### src/rtl/spi_csr_sequencer.sv
// spi_csr_sequencer
//   Bridges spi_slave and the CSR bank in the clk domain. It synchronises the
//   SPI byte-ready and slave-select signals and decodes each frame as one
//   command byte followed by data bytes. It then issues CSR write or read
//   strobes, with optional address auto-increment, and loads read data back
//   into the SPI transmit register.
//
//   Command byte: bit7 = write(1)/read(0), bit6 = auto-increment,
//                 bits[ADDR_W-1:0] = start address.
//
//   Optional feature (macro SEQ_STATUS_BYTE_EN): at frame start, load the
//   status byte {err_prev, 3'b000, NUM_REGS[3:0]} into tx_data and pulse
//   tx_latch.
//
// Ports:
//   clk        system clock
//   rst        asynchronous active-high reset
//   ss         SPI slave select, active-low, asynchronous
//   rx_rdy     byte-complete level from spi_slave, asynchronous
//   rx_data    received byte, stable while rx_rdy is high
//   tx_data    byte for spi_slave to shift out next
//   tx_latch   one-clk pulse: spi_slave loads tx_data
//   csr_addr   CSR address
//   csr_wdata  CSR write data
//   csr_we     one-clk write strobe
//   csr_re     one-clk read strobe (csr_rdata valid the following cycle)
//   csr_rdata  CSR read data
//   busy       high while a frame is being sequenced
//   err        sticky illegal-address flag, cleared at frame start

module spi_csr_sequencer #(
    parameter int unsigned ADDR_W   = 4,
    parameter int unsigned NUM_REGS = 12
) (
    input  logic              clk,
    input  logic              rst,
    input  logic              ss,
    input  logic              rx_rdy,
    input  logic [7:0]        rx_data,
    output logic [7:0]        tx_data,
    output logic              tx_latch,
    output logic [ADDR_W-1:0] csr_addr,
    output logic [7:0]        csr_wdata,
    output logic              csr_we,
    output logic              csr_re,
    input  logic [7:0]        csr_rdata,
    output logic              busy,
    output logic              err
);

    typedef enum logic [2:0] {
        IDLE,
        CMD,
        WDATA,
        RD_REQ,
        RD_LOAD,
        RD_WAIT
    } state_t;

`ifdef SEQ_STATUS_BYTE_EN
    localparam logic [7:0] NUM_REGS_B = 8'(NUM_REGS);
`endif

    state_t state;
    logic   ss_s1, ss_s2, ss_s3;
    logic   rdy_s1, rdy_s2, rdy_s3;
    logic   byte_evt;
    logic   frame_start;
    logic   frame_end;
    logic   addr_legal;
    logic   auto_inc;
    logic   inc_pend;
    logic   load_dly;

    // Two-flop synchronisers plus one flop for edge detection.
    always_ff @(posedge clk or posedge rst) begin
        if (rst) begin
            ss_s1  <= 1'b1;
            ss_s2  <= 1'b1;
            ss_s3  <= 1'b1;
            rdy_s1 <= 1'b0;
            rdy_s2 <= 1'b0;
            rdy_s3 <= 1'b0;
        end else begin
            ss_s1  <= ss;
            ss_s2  <= ss_s1;
            ss_s3  <= ss_s2;
            rdy_s1 <= rx_rdy;
            rdy_s2 <= rdy_s1;
            rdy_s3 <= rdy_s2;
        end
    end

    assign byte_evt    = rdy_s2 & ~rdy_s3;
    assign frame_start = ss_s3 & ~ss_s2;
    assign frame_end   = ss_s2;
    assign addr_legal  = (32'(csr_addr) < NUM_REGS);
    assign busy        = (state != IDLE);

    always_ff @(posedge clk or posedge rst) begin
        if (rst) begin
            state     <= IDLE;
            tx_data   <= '0;
            tx_latch  <= 1'b0;
            csr_addr  <= '0;
            csr_wdata <= '0;
            csr_we    <= 1'b0;
            csr_re    <= 1'b0;
            err       <= 1'b0;
            auto_inc  <= 1'b0;
            inc_pend  <= 1'b0;
            load_dly  <= 1'b0;
        end else begin
            csr_we   <= 1'b0;
            csr_re   <= 1'b0;
            tx_latch <= 1'b0;

            // Slave deselect aborts the frame and beats any same-cycle byte.
            if (state != IDLE && frame_end) begin
                state    <= IDLE;
                inc_pend <= 1'b0;
                load_dly <= 1'b0;
            end else begin
                case (state)
                    IDLE: begin
                        if (frame_start) begin
                            state <= CMD;
                            err   <= 1'b0;
`ifdef SEQ_STATUS_BYTE_EN
                            tx_data  <= {err, 3'b000, NUM_REGS_B[3:0]};
                            tx_latch <= 1'b1;
`endif
                        end
                    end

                    CMD: begin
                        if (byte_evt) begin
                            csr_addr <= rx_data[ADDR_W-1:0];
                            auto_inc <= rx_data[6];
                            state    <= rx_data[7] ? WDATA : RD_REQ;
                        end
                    end

                    WDATA: begin
                        // Increment one cycle late so the strobe still sees
                        // the address it was issued for; bytes are never
                        // closer than two cycles apart.
                        if (inc_pend) begin
                            csr_addr <= csr_addr + 1'b1;
                            inc_pend <= 1'b0;
                        end
                        if (byte_evt) begin
                            csr_wdata <= rx_data;
                            if (addr_legal) begin
                                csr_we <= 1'b1;
                            end else begin
                                err <= 1'b1;
                            end
                            inc_pend <= auto_inc;
                        end
                    end

                    RD_REQ: begin
                        if (addr_legal) begin
                            csr_re <= 1'b1;
                        end else begin
                            err <= 1'b1;
                        end
                        load_dly <= 1'b1;
                        state    <= RD_LOAD;
                    end

                    RD_LOAD: begin
                        // First cycle is the strobe cycle; read data is only
                        // valid in the cycle after it.
                        if (load_dly) begin
                            load_dly <= 1'b0;
                        end else begin
                            tx_data  <= addr_legal ? csr_rdata : 8'hFF;
                            tx_latch <= 1'b1;
                            state    <= RD_WAIT;
                        end
                    end

                    RD_WAIT: begin
                        if (byte_evt) begin
                            if (auto_inc) begin
                                csr_addr <= csr_addr + 1'b1;
                            end
                            state <= RD_REQ;
                        end
                    end

                    default: state <= IDLE;
                endcase
            end
        end
    end

endmodule

### config.mk
export PLATFORM = sky130hd
export DESIGN_NAME = spi_csr_sequencer
export DESIGN_NICKNAME = d
export VERILOG_FILES = /design/src/rtl/spi_csr_sequencer.sv
export SDC_FILE = /design/constraint.sdc
export NUM_CORES = 1
export LEC_CHECK = 0
export BUFFER_PORTS_ARGS = -buffer_cell sky130_fd_sc_hd__buf_4
export CAP_MARGIN = 15
export CORE_MARGIN = 2
export CORE_UTILIZATION = 50
export CTS_CLUSTER_SIZE = 30
export DETAILED_ROUTE_END_ITERATION = 8
export PLACE_DENSITY = 0.83
export SLEW_MARGIN = 15
export SYNTH_ARGS = -nofsm -noshare
export SYNTH_HDL_FRONTEND = slang
export SYNTH_SLANG_ARGS = --single-unit
### constraint.sdc
create_clock -name clk -period 1.8 [get_ports clk]
set_input_delay 0.09 -clock clk [delete_from_list [all_inputs] [get_ports clk]]
set_output_delay 0.09 -clock clk [all_outputs]
set_load 0.005 [all_outputs]
Yosys cells after proc, flatten, opt, wreduce, memory -nomap -nowiden

Index checks and enable logic that the tools add are counted.
W data, S select, Z words.

Flip-flop bits (word level): 36
Output and inout bits: 25
Bits of input ports: 20
Word-level logic and storage cells: 85

Bitwise gates (word level): 6
Reductions and logical operators: 13
Equal/unequal tests: 16
Add/subtract/negate cells: 1
Magnitude comparators: 1
Mux-type cells: 31

Operators with widths:

| kind                  | number |
|---|---|
| $pmux W3 S6           | 1 |
| $mux W1               | 17 |
| $mux W4               | 4 |
| $mux W3               | 5 |
| $ne A2 B2 Y1 const B  | 7 |
| $ne A3 B3 Y1 const B  | 4 |
| $pmux W4 S3           | 1 |
| $reduce_bool A3 Y1    | 4 |
| $reduce_and A3 Y1     | 3 |
| $mux W8               | 1 |
| $eq A3 B2 Y1 const B  | 2 |
| $eq A3 B3 Y1 const B  | 2 |
| $reduce_and A6 Y1     | 1 |
| $reduce_and A5 Y1     | 1 |
| $add A4 B1 Y4 const B | 1 |
| $lt A4 B4 Y1 const B  | 1 |
| $not A1 Y1            | 4 |
| $reduce_and A4 Y1     | 1 |
| $eq A3 B1 Y1 const B  | 1 |
| $logic_not A3 Y1      | 1 |
| $pmux W1 S3           | 1 |
| $and A1 B1 Y1         | 2 |
| $pmux W1 S2           | 1 |
| $reduce_bool A2 Y1    | 1 |
| $logic_and A1 B1 Y1   | 1 |

Depth between registers and ports, before layout

Gate-level depths: netlist of run 1.

Word-level depth: 5
Depth in mapped cells: 6

Least setup slack after synthesis of run 1

No wires, ideal clock.

Path kind: reg-to-reg
Start point: reg state[2]
End point: reg csr_addr[3]
Data required time: 1721 ps
Setup slack: 257 ps
Arrival time: 1464 ps
Stages on the path, launching flop included: 6
Cell sequence: dfrtp_1 -> buf_6 -> nand4bb_1 -> a221oi_4 -> a21boi_2 -> a2bb2oi_1

Word-level cells in the longest chain between the ends: 4
Elaborated cells between the ends (all ways): 13

Ends and longest elaborated chain:

| element                                                   | RTL line | RTL |
|---|---|---|
| start, declared                                           | 64       | `state_t state;` |
| start signal, assigned                                    | 140      | `state <= rx_data[7] ? WDATA : RD_REQ;` |
| branches (longest 4 deep; another with $reduce_and A6 Y1) | -        |  |
| end signal, assigned                                      | 138      | `csr_addr <= rx_data[ADDR_W-1:0];` |
| end signal, assigned                                      | 149      | `csr_addr <= csr_addr + 1'b1;` |
| end signal, assigned                                      | 188      | `csr_addr <= csr_addr + 1'b1;` |
| end, declared                                             | 42       | `output logic [ADDR_W-1:0] csr_addr,` |

Several ways; the timed one is not identified.
A chain may end at the register's enable or synchronous reset.

Worst setup path in the final report of run 1

Start point: reg state[1]
End point: reg csr_addr[2]

The elaborated chain is that of the path after synthesis.

==> key figures, run 1 <==
Global route
  – Antenna violations before repair: 0
  – Largest net degree at the start of global routing: 18
  – Vias in the first global route: 1291
  – GR Util All Layers: 22.0%
  – GRT overflow: 0
  – Global-route wire length before repair: 5720 um

Yosys
  – Synthesized instance count: 136
  – Yosys reg bits: 36
  – Post-synthesis sequential area ratio: between 50 and 60%
  – Mapped Area: around 1600 sq um
  – Total of warnings raised by yosys: 0
  – Post-synth EDFFs: 0
  – Yosys cell types: 42
  – Synthesized Nets: 157
  – Synth Area per Inst: 11.5 sq um
  – Prevailing post-synth register cell: dfrtp_1
  – Synth async-reset ratio: 100%

Floorplanning
  – Initial Util: 51.9%
  – Die width: 60.0 um
  – Ports: 45
  – Row cnt: 20
  – DIE AREA: 3600 sq um
  – Die Height: 60.0 um
  – Floorplan core area: 3030 sq um

Critical path
  – CP Max Fanout: 10
  – Crit end category: flop
  – Setup crit start kind: flop
  – CP Data Required Time: 2.01 ns
  – Critical Path AT: 1.90 ns
  – WS Path Type: reg2reg

Timing
  – Min Tclk post-route: about 1.7 ns
  – Setup violations, final: 0
  – Max-Slew Margin vs Limit: between 60 and 70%
  – Fin worst setup slack: 0.102 ns
  – Max Freq: between 0.5 and 0.6 GHz
  – Final hold vios: 0
  – Tcrit/Tclk final: 94.3%
  – Final max-slew violation count: 0
  – Slew @ Worst Pin: 0.565 ns
  – Setup Skew: 0.00585 ns

Flow run
  – Max Cap Viol: 0

Detailed routing
  – Via Count: between 1000 and 1500
  – Antenna Violating Nets Remaining: 0
  – WL final: between 3000 and 4000 um
  – WL/cell: 14.4 um
  – DRT iter0 DRCs: 33
  – DRT Pass-1 Iters: 4
  – Vias per inst: 5.21
  – Drt drc: 0

Clocking
  – CTS clk-pin slew, worst paths: 0.11 ns
  – Worst-Skew Late Latency: between 0.3 and 0.4 ns
  – CTS H-tree lvls: 2
  – Clock Sinks: 36
  – Num CTS Buffers: 5
  – Clock Tree Root: clkbuf_4
  – CTS tree: yes
  – Max clock buf depth: 2

Cells and area
  – Final core utilization: a little over 70%
  – Area Growth Syn to Fin: 39.2%
  – Share of cells above drive strength 1: between 40% and 50%
  – Final nets: 221
  – # diodes: 0
  – Fill cells: 235

Min path
  – Hold Path Class: in2reg

Place
  – Post-Place Worst Slack: 0.163 ns
  – HPWL after detailed placement: 2510 um
  – Port bufs: 44
  – GPL Wtd Cong: 0.878

Power and ir drop
  – Peak supply drop: 0.539 mV
  – Pwr dens: 954 nW/um^2
  – Lkg Pwr: approximately 0.00098 uW

Status
  – Status: complete, no violations
## flip-flops by register name (all words and copies together), names as in the netlist
signal / count
csr_we: 1
err: 1
csr_wdata: 8
tx_data: 8
rdy_s3: 1
ss_s1: 1
csr_addr: 4
frame_end: 1
ss_s3: 1
tx_latch: 1
rdy_s1: 1
load_dly: 1
state: 3
auto_inc: 1
inc_pend: 1
csr_re: 1
rdy_s2: 1
## cell usage after synthesis (all sizes together) (2+ instances only)
library cell / instances / area, sq um
dfrtp: 33 / 826
nor2: 25 / 93.8
a21oi: 11 / 55.1
mux2: 9 / 101
inv: 6 / 22.5
nand2: 6 / 22.5
buf: 5 / 36.3
o21ai: 4 / 20.0
dfstp: 3 / 78.8
mux2i: 3 / 30.0
a22oi: 2 / 15.0
clkbuf: 2 / 11.3
nand4bb: 2 / 27.5
nor2b: 2 / 12.5
## cells in the final DEF (no fill, tap or decap), drive strengths merged, types with 2 or more instances in the layout
cell type    synthesis  layout
nand4bb              2       2
buf                  5      53
mux2                 9       9
a22oi                2       2
nor2                25      25
dfstp                3       3
dlygate4sd3          0      11
mux2i                3       3
dfrtp               33      33
o21ai                4       4
nand2                6       6
nor2b                2       2
a21oi               11      11
clkbuf               2       7
inv                  6       6
## worst paths after layout
kind / slack [ns] / from / cells after the start / endpoint
worst max-delay path: 0.10 / state[1]$_DFFE_PP0P_ / 5 / csr_addr[2]$_DFFE_PP0P_
max in group asynchronous: 0.78 / rst / 4 / frame_end$_DFF_PP1_
worst min register to register: 0.36 / ss_s1$_DFF_PP1_ / 0 / frame_end$_DFF_PP1_
worst max register to register: 0.10 / state[1]$_DFFE_PP0P_ / 5 / csr_addr[2]$_DFFE_PP0P_
worst min-delay path: 0.02 / csr_rdata[6] / 3 / tx_data[6]$_DFFE_PP0P_
min in group asynchronous: 0.37 / rst / 3 / csr_wdata[5]$_DFFE_PP0P_
## through the flow
| step | area, sq um | hold WS, ns | std cells | TNS [ns] | total power (uW) |
|---|---|---|---|---|---|
| 5_1_grt | 2190 | 0.0133 | 245 | -0.0369 | 2200 |
| 6_report | 2190 | 0.0152 | 245 | 0 | 2090 |
| 2_1_floorplan | 1570 | 0.0945 | 136 | 0 | 1210 |
| 3_3_place_gp | 1970 | 0.173 | 225 | 0 | 1420 |
| 4_1_cts | 2170 | 0.00164 | 244 | 0 | 2100 |
| 3_5_place_dp | 1970 | 0.185 | 225 | 0 | 1440 |
## critical path, stage by stage (launching register included)
cell,delay (ns)
dfrtp_1,0.51
nor3b_1,0.31
buf_4,0.17
or2_1,0.21
mux2i_1,0.25
a22oi_1,0.11
## metal layers
| metal | vias up | global-route usage [%] | part of all wire (%) |
|---|---|---|---|
| li1 | 599 | - | - |
| met1 | 621 | 25.5 | 41 |
| met2 | 47 | 37.4 | 51 |
| met3 | 10 | 5.84 | 4.6 |
| met4 | 0 | 10.5 | 2.6 |
| met5 | - | 0 | 0 |
## cell families after synthesis
| kind of cell | after synthesis | share of synthesized area [%] |
|---|---|---|
| flops | 36 | 57.6 |
| mux | 12 | 8.37 |
| fa+ha+maj | 1 | 0.797 |
| buf+inv | 13 | 4.46 |
| simple gates | 47 | 16.6 |
| compound gates | 27 | 12.2 |
## report_power, final
part           internal (uW)  leakage [uW]  switching (uW)
clock network            369     0.0000515             265
logic                    256      0.000518             199
registers                912      0.000413            84.8
total                   1540      0.000982             548
## final cells by class
type | instances | area, sq um | area share (%)
clock buffers | 7 | 65.1 | 2.98
repair buffers | 64 | 508 | 23.2
inverters | 6 | 22.5 | 1.03
clock inverters | 1 | 30.0 | 1.37
flip-flops and latches | 36 | 906 | 41.4
multi-input cells | 87 | 599 | 27.4
well taps | 44 | 55.1 | 2.52
## what timing repair did
action | 4_1_cts | 5_1_grt
endpoints found under the setup margin | 0 | 1
gates resized for setup | 0 | 2
buffers inserted | 0 | 1
endpoints found under the hold margin | 27 | 0
hold buffers | 11 | 0
(Power assumes the default switching activity.)
==> inputs of run 2 (changes only) <==
- MAX_ROUTING_LAYER: not set -> met4
==> key figures, run 2 (same netlist as run 1, synthesis figures left out) <==
Flow run
  – Max Cap Viol: 0 (unchanged)

Floorplanning
  – DIE AREA: 3600 sq um (unchanged)
  – Die Height: 60.0 um (unchanged)
  – Ports: 45 (unchanged)
  – Row cnt: 20 (unchanged)
  – Floorplan core area: 3030 sq um (unchanged)
  – Initial Util: 51.9% (unchanged)
  – Die width: 60.0 um (unchanged)

Timing
  – Setup violations, final: 0 (unchanged)
  – Final hold vios: 0 (unchanged)
  – Max-Slew Margin vs Limit: 69.7% (+7.4 points)
  – Tcrit/Tclk final: 94.2% (-0.14 points)
  – Setup TNS: 0 ns (unchanged)
  – Slew @ Worst Pin: 0.454 ns (-0.111 ns)
  – Minimum hold slack: 0.00608 ns (-0.00907 ns)
  – Max Freq: 0.590 GHz (+0.15%)
  – Final max-slew violation count: 0 (unchanged)
  – RSZ-0062 raised after global routing: false
  – Min Tclk post-route: 1.70 ns (-0.00255 ns)
  – Setup Skew: 0.00447 ns (-0.00138 ns)

Min path
  – Hold Path Class: in2reg

Cells and area
  – # diodes: 0 (unchanged)
  – Registers with the most flip-flops: csr_wdata (8), tx_data (8), csr_addr (4)
  – Fill cells: 217 (-7.7%)
  – Share of cells above drive strength 1: 39.2% (-1.1 points)
  – Final core utilization: 71.2% (-0.99 points)
  – Final nets: 219 (-0.90%)
  – Leading cell types in the layout, fill and taps excluded: buf_4 (51), dfrtp_1 (33), nor2_1 (25)
  – Non-filler instance count after layout: 243 (-0.82%)
  – Most common cell after layout, fill and taps aside: buf_4
  – Area Growth Syn to Fin: 37.3%

Clocking
  – Clock Sinks: 36 (unchanged)
  – Clock Tree Root: clkbuf_4
  – CTS clk-pin slew, worst paths: 0.11 ns (about the same)
  – Max clock buf depth: 2 (unchanged)
  – CTS H-tree lvls: 2 (unchanged)
  – CTS tree: yes
  – Num CTS Buffers: 5 (unchanged)
  – Worst-Skew Late Latency: 0.34 ns (about the same)

Global route
  – Vias in the first global route: 1283 (-0.62%)
  – GR Util All Layers: 22.0% (about the same)
  – GRT overflow: 0 (unchanged)
  – Largest net degree at the start of global routing: 37 (+19)
  – Antenna violations before repair: 0 (unchanged)
  – Global-route wire length before repair: 5540 um (-3.1%)

Power and ir drop
  – Peak supply drop: 0.596 mV (+11%)
  – Lkg Pwr: 0.000967 uW (-1.5%)
  – Pwr dens: 934 nW/um^2 (-2.1%)
  – Total power: 2010 uW (-3.4%)

Critical path
  – Slowest cell on crit path: dfrtp_1
  – CP Max Fanout: 10 (unchanged)
  – Critical Path AT: 1.97 ns (+0.07 ns)
  – CP cell instances: nand4bb_2 > a221oi_4 > a21boi_2 > a2bb2oi_1
  – Largest incremental delay on the critical path: 0.48 ns (-0.03 ns)
  – WS Path Type: reg2reg
  – Crit end category: flop
  – CP Data Required Time: 2.07 ns (+0.06 ns)
  – Setup crit start kind: flop

Detailed routing
  – WL final: 3400 um (-3.8%)
  – Vias per inst: 5.04 (-3.3%)
  – Antenna Violating Nets Remaining: 0 (unchanged)
  – DRT Pass-1 Iters: 4 (unchanged)
  – DRT iter0 DRCs: 31 (-6.1%)
  – WL/cell: 14.0 um (-3.0%)
  – Via Count: 1225 (-4.1%)
  – Drt drc: 0 (unchanged)

Status
  – Status: complete, no violations

Place
  – HPWL after detailed placement: 2410 um (-3.8%)
  – Port bufs: 44 (unchanged)
  – Placed insts: 224 (-0.44%)
  – GPL Wtd Cong: 0.869 (-1.1%)
==> run 2: path summary, 6_finish.rpt <==
kind / start / to / slack [ns] / depth (start not counted)
max reg2reg: state[1]$_DFFE_PP0P_ / csr_addr[3]$_DFFE_PP0P_ / 0.10 / 4
max: state[1]$_DFFE_PP0P_ / csr_addr[3]$_DFFE_PP0P_ / 0.10 / 4
min: csr_rdata[3] / tx_data[3]$_DFFE_PP0P_ / 0.006 / 3
min in group asynchronous: rst / tx_data[1]$_DFFE_PP0P_ / 0.40 / 4
min reg2reg: rdy_s1$_DFF_PP0_ / rdy_s2$_DFF_PP0_ / 0.36 / 0
max in group asynchronous: rst / frame_end$_DFF_PP1_ / 1.06 / 4
==> run 2: stage by stage <==
| step | cell area, sq um | setup WS [ns] |
|---|---|---|
| 6_report | 2160 | 0.105 |
| 5_1_grt | 2160 | 0.0378 |
| 4_1_cts | 2150 | 0.0459 |
| 3_5_place_dp | 1960 | 0.137 |
| 3_3_place_gp | 1960 | 0.227 |
| 2_1_floorplan | 1570 | 0.257 |
==> run 2: worst max-delay path: cells and delay by family (launching register included) <==
kind             cells  cell delay (ns)
flip-flops           1             0.48
AO/OA/AOI/OAI        3             0.81
AND/OR/NAND/NOR      1             0.32
==> run 2: metal layers <==
metal / track usage (%) / share of wire (%) / vias up
met5: - / 0 / -
met2: 38.5 / 53 / 36
met4: 5.08 / 0.44 / 0
met3: 8.01 / 4.9 / 2
met1: 23.6 / 41 / 588
li1: - / - / 599
==> run 2: area by class of cell <==
| cell class | instances | area (sq um) | share of cell area, % |
|---|---|---|---|
| multi-input cells | 87 | 604 | 28.0 |
| clock inverters | 2 | 35.0 | 1.63 |
| inverters | 6 | 22.5 | 1.04 |
| well taps | 44 | 55.1 | 2.55 |
| repair buffers | 62 | 493 | 22.9 |
| flip-flops and latches | 36 | 905 | 42.0 |
| clock buffers | 6 | 41.3 | 1.92 |
==> run 2: what timing repair did <==
item                       in CTS  in global routing
setup endpoints to repair       0                  1
gates resized for setup         0                  2
setup buffers                   0                  0
hold buffers                   11                  0
hold endpoints to repair       46                  0
==> run 2: report_power, final <==
part / leakage [uW] / switching, uW / internal [uW]
Clock: 0.0000422 / 274 / 291
Combinational: 0.000511 / 200 / 253
Sequential: 0.000414 / 83.7 / 912
